<file path="src/rtl/seg_scan_driver.sv">
// Four-digit multiplexed 7-segment scan driver with per-frame input snapshot,
// leading-zero blanking, decimal points and a sticky overflow blink.
module seg_scan_driver #(
    parameter int unsigned SCAN_DIV     = 16,
    parameter int unsigned BLINK_FRAMES = 32
) (
    input  logic        clock,
    input  logic        reset_n,
    input  logic [15:0] digits,
    input  logic [3:0]  dp_mask,
    input  logic        blank_lz,
    input  logic        overflow_in,
    input  logic        clear_ov,
    output logic [7:0]  LED,
    output logic [3:0]  selecters,
    output logic        frame_done
);

    localparam int unsigned PW = (SCAN_DIV > 2) ? $clog2(SCAN_DIV) : 1;

    logic [PW-1:0] psc;
    logic [1:0]    idx;
    logic [15:0]   snap_digits;
    logic [3:0]    snap_dp;
    logic          snap_blz;
    logic [7:0]    seg_q;
    logic          ov;
    logic [7:0]    fcnt;
    logic          phase;

    logic          tick;
    logic          wrap;
    logic [1:0]    next_idx;
    logic [15:0]   src_digits;
    logic [3:0]    src_dp;
    logic          src_blz;
    logic [3:0]    nib;
    logic [7:0]    seg_next;

    function automatic logic [6:0] bcd_to_seg(input logic [3:0] n);
        case (n)
            4'd0:    bcd_to_seg = 7'h3F;
            4'd1:    bcd_to_seg = 7'h06;
            4'd2:    bcd_to_seg = 7'h5B;
            4'd3:    bcd_to_seg = 7'h4F;
            4'd4:    bcd_to_seg = 7'h66;
            4'd5:    bcd_to_seg = 7'h6D;
            4'd6:    bcd_to_seg = 7'h7D;
            4'd7:    bcd_to_seg = 7'h07;
            4'd8:    bcd_to_seg = 7'h7F;
            4'd9:    bcd_to_seg = 7'h6F;
            default: bcd_to_seg = 7'h40;
        endcase
    endfunction

    // True when digit i and every more significant digit are zero; digit 0 never qualifies.
    function automatic logic lead_zero(input logic [15:0] d, input logic [1:0] i);
        case (i)
            2'd3:    lead_zero = (d[15:12] == 4'h0);
            2'd2:    lead_zero = (d[15:8] == 8'h00);
            2'd1:    lead_zero = (d[15:4] == 12'h000);
            default: lead_zero = 1'b0;
        endcase
    endfunction

    always_comb begin
        tick     = (psc == PW'(SCAN_DIV - 1));
        wrap     = tick && (idx == 2'd3);
        next_idx = idx + 2'd1;
        // The wrap edge displays digit 0 straight from the inputs being captured.
        src_digits = wrap ? digits   : snap_digits;
        src_dp     = wrap ? dp_mask  : snap_dp;
        src_blz    = wrap ? blank_lz : snap_blz;
        nib        = src_digits[{next_idx, 2'b00} +: 4];
        seg_next   = {src_dp[next_idx],
                      (src_blz && lead_zero(src_digits, next_idx)) ? 7'h00 : bcd_to_seg(nib)};
    end

    always_ff @(posedge clock) begin
        if (!reset_n) begin
            psc         <= '0;
            idx         <= '0;
            selecters   <= 4'b0001;
            seg_q       <= '0;
            snap_digits <= '0;
            snap_dp     <= '0;
            snap_blz    <= 1'b0;
            ov          <= 1'b0;
            fcnt        <= '0;
            phase       <= 1'b0;
            frame_done  <= 1'b0;
        end else begin
            frame_done <= wrap;
            psc        <= tick ? '0 : psc + PW'(1);
            if (tick) begin
                idx       <= next_idx;
                selecters <= 4'b0001 << next_idx;
                seg_q     <= seg_next;
            end
            if (wrap) begin
                snap_digits <= digits;
                snap_dp     <= dp_mask;
                snap_blz    <= blank_lz;
            end
            ov <= overflow_in | (ov & ~clear_ov);
            if (!ov) begin
                fcnt  <= '0;
                phase <= 1'b0;
            end else if (wrap) begin
                if (fcnt == 8'(BLINK_FRAMES - 1)) begin
                    fcnt  <= '0;
                    phase <= ~phase;
                end else begin
                    fcnt <= fcnt + 8'd1;
                end
            end
        end
    end

    always_comb begin
        LED = (ov && phase) ? '0 : seg_q;
    end

endmodule
</file>
<file path="config.mk">
export PLATFORM = sky130hd
export DESIGN_NAME = seg_scan_driver
export DESIGN_NICKNAME = d
export VERILOG_FILES = /design/src/rtl/seg_scan_driver.sv
export SDC_FILE = /design/constraint.sdc
export NUM_CORES = 1
export LEC_CHECK = 0
export ABC_AREA = 0
export BUFFER_PORTS_ARGS = -buffer_cell sky130_fd_sc_hd__buf_2
export CORE_MARGIN = 2
export CORE_UTILIZATION = 42
export DETAILED_ROUTE_END_ITERATION = 6
export PLACE_DENSITY = 0.72
export SKIP_LAST_GASP = 1
export SLEW_MARGIN = 15
export SYNTH_ARGS = -nofsm -noshare
export SYNTH_HDL_FRONTEND = slang
export SYNTH_SLANG_ARGS = --single-unit
</file>
<file path="constraint.sdc">
create_clock -name clock -period 3.43 [get_ports clock]
set_input_delay 0.5145 -clock clock [delete_from_list [all_inputs] [get_ports clock]]
set_output_delay 0.5145 -clock clock [all_outputs]
set_load 0.005 [all_outputs]
</file>
==> flow_summary.json <==
{
  "fin_crit_sh_pct": 79.00,
  "dp_hpwl_um": 3277,
  "setup-tns-final_ps": 0,
  "max_slew_margin_pct": 63.99,
  "grt_pass1_vias": 1616,
  "grt_usage_pct": 15.16,
  "clock_sinks": 50,
  "final_nets": 311,
  "crit_type": "flop to flop",
  "core-area_um2": 5507,
  "p_switching_mw": 0.2060,
  "dr.pass1.iters": 4,
  "dpl_cell_area_um2": 2592,
  "io_pins": 38,
  "synth_edf_count": 0,
  "ys_ff_latch": 50,
  "start_util_pct": 43.26,
  "gp_congestion": 0.7933,
  "worstHoldPathType": "primary input to flop",
  "critical_path.max_stage_delay_ps": 580,
  "clkPwrFrac_pct": 39.4,
  "drv_slew": 0,
  "htree_levels": 2,
  "cp-end-kind": "flop",
  "cts_hold_buf": 0,
  "clock_path_buffers": 2,
  "rsz0062_at_grt": "false",
  "via_per_inst": 4.954,
  "die_h_um": 79.32,
  "setup-violations-final": 0,
  "synth_area_per_cell_um2": 9.926,
  "totalWireLength_um": 4376,
  "netSwitchingFraction_pct": 20.08,
  "hold_viol": 0,
  "diodes": 0,
  "multi_input_area_um2": 1279,
  "dp_slack_ps": 744.2,
  "antenna_found_initial": 0,
  "synth_nets": 276,
  "dp.cells": 340,
  "design_area_um2": 2699,
  "ys_warn_count": 0,
  "drc_errors": 0,
  "power_density_nw_per_um2": 380.2,
  "numPortBuffers": 37,
  "post_cts_resized": 0,
  "cp_common_cell": "ha_1",
  "netlist_instances": 240,
  "clk_pin_slew_ps": 90,
  "path_cells": "ha_1 > nand4_1 > buf_4 > mux2i_1 > mux4_1 > ha_1 > nor2_1 > o21ai_0 > a22o_1",
  "ff_latch_area_um2": 1001,
  "crit_arrival_ps": 2910,
  "fillers": 505,
  "clock_latency_ps": 300,
  "comb_power_share_pct": 3.4,
  "stdcell_count": 348,
  "die_w_um": 79.32,
  "intPower_mw": 0.8201,
  "yosysUniqueCellTypes": 44,
  "cts_root_buf": "clkbuf_8",
  "yosysSeqAreaShare_pct": 42.02,
  "rows": 27,
  "cp.required_ps": 3630,
  "drive_gt1_share_pct": 19.57,
  "grt_max_degree": 37,
  "post_drt_wl_per_cell_um": 12.57,
  "leakagePower_nw": 1.255,
  "drt_iter0_drc": 59,
  "worst_setup_path_start_kind": "flop",
  "synth_ff_type": "dfxtp_1",
  "clock.fmax_mhz": 369.0,
  "worst-slew-pin-transition_ps": 540.1,
  "status": "completed",
  "synthArstFlopShare_pct": 0,
  "die_area_um2": 6291,
  "post-route-min-period_ps": 2710,
  "cp_max_fo": 26,
  "slowest_stage": "mux4_1",
  "cts_tree": "built",
  "finClkSkew_ps": 4.107,
  "syn-cell-area_um2": 2382,
  "grt_first_pass_wirelength_um": 7562,
  "syn_to_final_growth_pct": 13.29,
  "power_mw": 1.026,
  "crit_family": "multiplexers",
  "numCtsBuffers": 5,
  "grt-ovfl-total": 0,
  "setup_ws_ps": 720.2,
  "cap_violations": 0,
  "crit_buf_inv": 1,
  "ir_drop_mv": 0.2556,
  "route.vias.total": 1724,
  "ant_nets": 0,
  "postCtsSetupBuffers": 0,
  "seq_power_share_pct": 57.2
}
==> path summary, 6_finish.rpt <==
kind	start	end	slack, ps	depth (start not counted)
worst min register to register	psc[0]	psc[0]	450	1
worst max register to register	idx[0]	seg_q[3]	720	9
worst min-delay path	overflow_in	ov	420	2
worst max-delay path	idx[0]	seg_q[3]	720	9
==> final cells by class <==
cell class / count / area share (%)
Clock buffer: 7 / 2.828
Clock inverter: 1 / 1.113
Inverter: 8 / 1.113
Multi-Input combinational cell: 172 / 47.38
Sequential cell: 50 / 37.09
Tap cell: 72 / 3.338
Timing Repair Buffer: 38 / 7.140
==> cell usage in the layout (no fill, tap or decap), types with 2 or more instances in the layout <==
master,Yosys,layout
a21boi_0,5,5
nand2_1,23,23
a21o_1,2,2
and2_1,13,13
ha_1,11,11
a22o_1,5,5
mux2i_1,20,20
buf_2,0,37
and3_1,2,2
mux4_2,4,4
dfxtp_1,50,50
o21ai_0,4,4
and2b_1,3,3
nor2b_1,18,18
or4_1,2,2
xnor2_1,7,7
clkbuf_8,0,5
clkbuf_1,6,2
nor4_1,3,3
xor2_1,3,3
inv_1,7,7
a21oi_1,3,3
nor2_1,17,17
nand3_1,7,7
nand4_1,3,3
==> kinds of logic (layout without fill, tap and decap cells) <==
| kind of cell | after synthesis | count (layout) | share of synthesized area (%) |
|---|---|---|---|
| mux | 27 | 27 | 14.39 |
| xor+xnor | 10 | 10 | 3.677 |
| flops | 50 | 50 | 42.02 |
| fa+ha+maj | 11 | 11 | 5.777 |
| simple gates | 97 | 97 | 21.22 |
| compound gates | 27 | 27 | 8.614 |
| buf+inv | 18 | 54 | 4.307 |
==> power by group through the flow <==
stage	Clock, mW	Combinational, mW	Sequential, mW
2_1_floorplan	0	0.0157	0.600
3_3_place_gp	0	0.0348	0.600
3_5_place_dp	0	0.0349	0.600
4_1_cts	0.414	0.0351	0.587
5_1_grt	0.441	0.0390	0.587
6_report	0.405	0.0351	0.587
==> metrics by stage <==
stage	utilization [%]	hold slack (ps)
detailed placement	47.08	443.4
CTS	49.01	416.1
floorplan	-	416.7
finish	49.01	417.9
global placement	47.08	430.9
global route	49.01	423.6
==> registers in the layout, indices dropped and copies added (netlist names) <==
name / flops
snap_digits: 16
seg_q: 8
snap_dp: 4
phase: 1
fcnt: 8
snap_blz: 1
idx: 2
psc: 4
ov: 1
frame_done: 1
selecters: 4
==> synthesized netlist by cell type, types with 2 or more instances <==
master,number,area (um2)
dfxtp_1,50,1001
mux4_2,4,90.09
and3_1,2,12.51
a22o_1,5,43.79
and2b_1,3,22.52
xnor2_1,7,61.31
xor2_1,3,26.28
o21ai_0,4,20.02
a21o_1,2,15.01
nor2b_1,18,112.6
buf_6,2,22.52
mux2i_1,20,200.2
ha_1,11,137.6
and2_1,13,81.33
nand3_1,7,35.03
clkbuf_1,6,22.52
nor2_1,17,63.81
nand4_1,3,18.77
inv_1,7,26.28
nor4_1,3,18.77
a21boi_0,5,37.54
a21oi_1,3,15.01
or4_1,2,15.01
nand2_1,23,86.33
==> per-layer routing <==
| metal | part of all wire, % | track usage, % | vias to the layer above |
|---|---|---|---|
| met5 | 0 | 0 | - |
| met4 | 1.4 | 4.655 | 0 |
| met3 | 4.0 | 3.182 | 6 |
| met2 | 41 | 22.88 | 38 |
| met1 | 53 | 21.73 | 780 |
| li1 | - | - | 900 |
Power figures use the tool's default switching activity.
